**config.mk**
```make
export PLATFORM = sky130hd
export DESIGN_NAME = avalon_ram_slave
export DESIGN_NICKNAME = d
export VERILOG_FILES = /design/src/rtl/avalon_ram_slave.sv
export SDC_FILE = /design/constraint.sdc
export NUM_CORES = 2
export LEC_CHECK = 0
export BUFFER_PORTS_ARGS = -buffer_cell sky130_fd_sc_hd__buf_2
export CAP_MARGIN = 20
export CORE_ASPECT_RATIO = 1.2
export CORE_MARGIN = 8
export CORE_UTILIZATION = 55
export DETAILED_ROUTE_END_ITERATION = 10
export PLACE_DENSITY = 0.74
export SLEW_MARGIN = 0
export SYNTH_ARGS = -nofsm -noshare
export SYNTH_HDL_FRONTEND = slang
export SYNTH_SLANG_ARGS = --single-unit
```
**constraint.sdc**
```tcl
create_clock -name clk -period 3.7 [get_ports clk]
set_input_delay 0.74 -clock clk [delete_from_list [all_inputs] [get_ports clk]]
set_output_delay 0.74 -clock clk [all_outputs]
set_load 0.02 [all_outputs]
```
**src/rtl/avalon_ram_slave.sv**
```systemverilog
// Avalon-MM word-organised RAM slave with programmable wait states, byte-lane
// writes, sticky error flag and a side preload port that bypasses the bus FSM.
module avalon_ram_slave #(
    parameter int ADDR_W      = 6,
    parameter int WAIT_CYCLES = 1
) (
    input  logic        clk,
    input  logic        reset,
    input  logic [31:0] address,
    input  logic        read,
    input  logic        write,
    input  logic [31:0] writedata,
    input  logic [3:0]  byteenable,
    output logic        waitrequest,
    output logic [31:0] readdata,
    output logic        bus_error,
    input  logic        inst_input,
    input  logic [7:0]  inst_addr,
    input  logic [31:0] instruction
);

    typedef enum logic [1:0] {IDLE, BUSY, ACK} state_t;

    state_t            state;
    logic [3:0]        counter;
    logic [31:0]       mem [2**ADDR_W];

    logic              req;
    logic              bad;
    logic [ADDR_W-1:0] index;
    logic [ADDR_W-1:0] inst_index;
    logic              load_rd;
    logic [31:0]       ack_data;
    logic              unused_inst_lsb;

    assign req         = read | write;
    assign index       = address[ADDR_W+1:2];
    assign inst_index  = inst_addr[ADDR_W+1:2];
    assign bad         = (address[1:0] != 2'b00) || (address[31:ADDR_W+2] != '0) || (read && write);
    assign waitrequest = req && (state != ACK);

    // readdata is captured on the edge entering ACK: zero for bad accesses,
    // the addressed word for good reads, untouched for good writes.
    assign load_rd  = bad || read;
    assign ack_data = bad ? 32'd0 : mem[index];

    assign unused_inst_lsb = ^inst_addr[1:0];

    always_ff @(posedge clk) begin
        if (!reset) begin
            state     <= IDLE;
            counter   <= 4'd0;
            readdata  <= 32'd0;
            bus_error <= 1'b0;
        end else begin
            case (state)
                IDLE: begin
                    if (!inst_input && req) begin
                        counter <= 4'(WAIT_CYCLES);
                        if (WAIT_CYCLES == 0) begin
                            state <= ACK;
                            if (load_rd) readdata <= ack_data;
                        end else begin
                            state <= BUSY;
                        end
                    end
                end
                BUSY: begin
                    if (!req) begin
                        state <= IDLE;
                    end else begin
                        counter <= counter - 4'd1;
                        if (counter == 4'd1) begin
                            state <= ACK;
                            if (load_rd) readdata <= ack_data;
                        end
                    end
                end
                ACK: begin
                    if (req && bad) bus_error <= 1'b1;
                    state <= IDLE;
                end
                default: state <= IDLE;
            endcase
        end
    end

    // Memory has no reset so preloaded programs survive a CPU reset; a reset
    // landing on the ACK edge suppresses the pending write.
    always_ff @(posedge clk) begin
        if (inst_input) begin
            mem[inst_index] <= instruction;
        end else if (reset && state == ACK && write && !bad) begin
            for (int i = 0; i < 4; i++) begin
                if (byteenable[i]) mem[index][8*i +: 8] <= writedata[8*i +: 8];
            end
        end
    end

endmodule

```
==> summary.txt <==
Finish
  • Area of the multi-input gates: 0.0187 mm^2
  • Layout filler cell count: 9539
  • Area Overhead vs Synth: 18.6%
  • Share of layout cells above drive strength 1: 0.344
  • Nets: 4879
  • Reg area: 0.0623 mm^2
  • Finished Layout Cells: 6885

Placement
  • HPWL Detailed: 153000 um
  • Pre-CTS setup slack: -408 ps
  • Port bufs: 144
  • Placed cell count: 6531
  • GP Congestion: 0.965

Yosys
  • Synth Net Count: 4135
  • Synth unique cells: 62
  • Syn. warnings: 0
  • Number of synthesized flops with an enable pin: 2048
  • Post-Synth XOR/XNOR Area: 0.000214
  • Avg Cell Area, Syn: 20.3 um^2
  • Mapped cell area: 0.0817 mm^2
  • Post-synthesis mux area share: 0.152
  • Synth area leaders: edfxtp_1 (75%), mux4_2 (14%), mux2i_1 (1.5%), a22oi_1 (1.1%), dfxtp_1 (0.96%)
  • Post-synth top flop: edfxtp_1
  • Mapped Cells: 4020
  • Synth Area in Adders: 0.000429
  • Top-area cell type share of the netlist area: 0.753
  • Register bit total from synthesis: 2087
  • Post-synthesis compound-gate area fraction: 0.0348
  • Largest family of logic cells by synthesized area: multiplexers
  • Post-synthesis simple-gate area fraction: 0.0352
  • Synth area leader: edfxtp_1
  • Ys async rst share: 0
  • Sequential fraction of the synthesis area: 0.763

STA
  • Worst rel slew slack: 0.330
  • Fin. max-slew vios: 0
  • Final min period: 3590 ps
  • Setup TNS: 0 ps
  • Fin. Hold Viols: 0
  • Ratio of final minimum period to clock period: 0.971
  • Setup WS post-layout: 106 ps
  • Fmax: 278 MHz
  • Final setup violation count: 0
  • Worst clock skew: 25.6 ps
  • Worst Tran Pin Value: 1000 ps

Route
  • Total wire length: 231000 um
  • Wire per inst: 33.6 um
  • Via count: 46.0k
  • Drt pass-1 iters: 6
  • Via density: 6.69
  • Top Layer Used: met5
  • Wire length on met3: 28700 um
  • Total DRC errors in the routed layout: 0
  • Metal1 wirelength: 79300 um
  • Number of routed nets with antenna violations: 0
  • 1st-iter DRT viols: 6657
  • Met2 routed wirelength: 109000 um

Pwr
  • Switch share: 0.214
  • Peak VDD IR: 0.495 mV
  • Net switching power: 10.3 mW
  • Total Power: 48.0 mW
  • Register share of total power: 0.545
  • Leak: 31.9 nW
  • Combinational Power Share: 0.065
  • Int Power: 37.7 mW
  • Clk pwr share: 0.390
  • Pwr per Cell Area: 495 mW/mm^2

Floorplanning
  • Core area: 0.148 mm^2
  • Row count: 155
  • Ports: 147
  • Die X: 368 um
  • Die H: 438 um
  • Die area: 0.161 mm^2
  • Initial Util: 0.551

Critical path
  • CP delay by family, top: buffers and inverters
  • Crit Path Class: register to register
  • CP max stage delay: 500 ps
  • Critical path's most frequent cell: buf_4
  • WP buf/inv: 6
  • Slowest cell on crit path: or3_1
  • Cell Chain, Critical Path: nor2b_1 -> nand4b_1 -> or3_1 -> buf_4 -> buf_4 -> o21ai_0 -> buf_4 -> o211ai_1 -> buf_4 -> buf_4 -> nor2_1 -> buf_4
  • Startpoint type of the worst setup path: register
  • Worst Path Required: 4220 ps
  • Data arrival, critical path: 4120 ps
  • Critical path fanouts, max: 9
  • Setup crit end kind: register

GRT
  • Overflow after GRT: 0
  • Total GRT Usage: 0.284
  • Largest net degree at the start of global routing: 67
  • Initial antenna violation count: 16
  • Vias in the first global route: 45.9k
  • First-pass GRT wire length: 328000 um

Clocking
  • Clock slew at reported path FFs: 60 ps
  • Setup bufs post-CTS: 0
  • Max clock buf depth: 3
  • Cts bufs inserted: 187
  • Root Buffer: clkbuf_16
  • CTS tree: built
  • # clock sinks: 2087
  • H-tree levels: 4
  • Clock Latency Late Sink: 830 ps

Outcome
  • Status: finished clean

Job
  • Max-cap check violation count: 0

Min path
  • Min-Delay Path Class: input pin to register
==> tightest hold or removal path: cells and delay by family <==
| kind | cells | cell delay, ps |
|---|---|---|
| buffers and inverters | 2 | 240 |
| AND/OR/NAND/NOR | 1 | 120 |
==> metrics by stage <==
step | hold WS, ps | area (um^2) | util
final | 302 | 96900 | 0.654
after global routing | 308 | 96900 | 0.654
after CTS | 263 | 96800 | 0.653
after detailed placement | 433 | 90900 | 0.614
after global placement | 433 | 90900 | 0.613
after floorplan | 471 | 81700 | -
==> final cells by class <==
| class | count | area share |
|---|---|---|
| Sequential cell | 2087 | 0.643 |
| Multi-Input combinational cell | 1655 | 0.193 |
| Timing Repair Buffer | 825 | 0.0781 |
| Tap cell | 1962 | 0.0253 |
| Antenna cell | 11 | 0.000284 |
| Inverter | 8 | 0.000336 |
| Clock buffer | 234 | 0.0513 |
| Clock inverter | 103 | 0.00899 |
==> sequential cells by signal (all words and copies together) (netlist names) <==
| name | count |
|---|---|
| bus_error | 1 |
| mem | 2048 |
| state | 2 |
| readdata | 32 |
| counter | 4 |
==> path summary, 6_finish.rpt <==
kind / to / cells after the start / slack, ps / from
max: mem[34][29] / 12 / 110 / state[1]
min: state[0] / 3 / 300 / reset
max reg2reg: mem[34][29] / 12 / 110 / state[1]
min reg2reg: readdata[14] / 2 / 430 / readdata[14]
==> cell usage after synthesis (13+ instances only) <==
| master | count |
|---|---|
| buf_4 | 13 |
| mux2i_1 | 126 |
| a31oi_1 | 24 |
| nor2_1 | 123 |
| nand2_1 | 173 |
| nor2b_1 | 19 |
| o21ai_0 | 36 |
| o22ai_1 | 40 |
| nor4_1 | 53 |
| mux4_2 | 490 |
| a211oi_1 | 26 |
| nand3_1 | 50 |
| clkbuf_1 | 155 |
| buf_2 | 79 |
| dfxtp_1 | 39 |
| a21oi_1 | 73 |
| nor3_1 | 147 |
| a221oi_1 | 28 |
| a22oi_1 | 121 |
| edfxtp_1 | 2048 |
| buf_1 | 22 |
==> cell usage in the layout (no fill, tap or decap), types with 31 or more instances in the layout <==
cell,netlist,final
edfxtp_1,2048,2048
buf_4,13,542
mux4_2,490,490
clkbuf_16,0,190
nor3_1,147,142
buf_2,79,141
nand2_1,173,140
buf_12,0,137
mux2i_1,126,124
a22oi_1,121,121
nor2_1,123,118
a21oi_1,73,67
nand3_1,50,50
clkinv_1,0,42
o22ai_1,40,39
dfxtp_1,39,39
clkbuf_1,155,39
o21ai_0,36,36
nand2_2,1,34
clkinv_2,0,31
==> repair_timing <==
item	in CTS	in global routing
hold buffers	0	0
gates resized for setup	0	5
endpoints found under the setup margin	0	37
==> power groups by stage <==
stage / Combinational [mW] / Sequential, mW / Clock [mW]
finish: 3.09 / 26.1 / 18.7
global route: 3.19 / 26.1 / 19.7
CTS: 3.06 / 26.1 / 18.9
detailed placement: 3.03 / 26.6 / 0
global placement: 2.98 / 26.6 / 0
floorplan: 1.52 / 26.7 / 0
==> metal layers <==
metal	global-route usage	vias to the layer above
met5	0	-
met4	0.149	2
met3	0.0706	647
met2	0.444	3365
met1	0.372	23700
li1	-	18400
==> cells by family after synthesis <==
| group | count (synthesis) |
|---|---|
| flip-flops | 2087 |
| multiplexers | 627 |
| XOR/XNOR | 2 |
| adder cells (fa/ha/maj) | 3 |
| AO/OA/AOI/OAI | 412 |
| AND/OR/NAND/NOR | 611 |
| buffers and inverters | 278 |
Note: power is estimated with default switching activity, not from simulation.
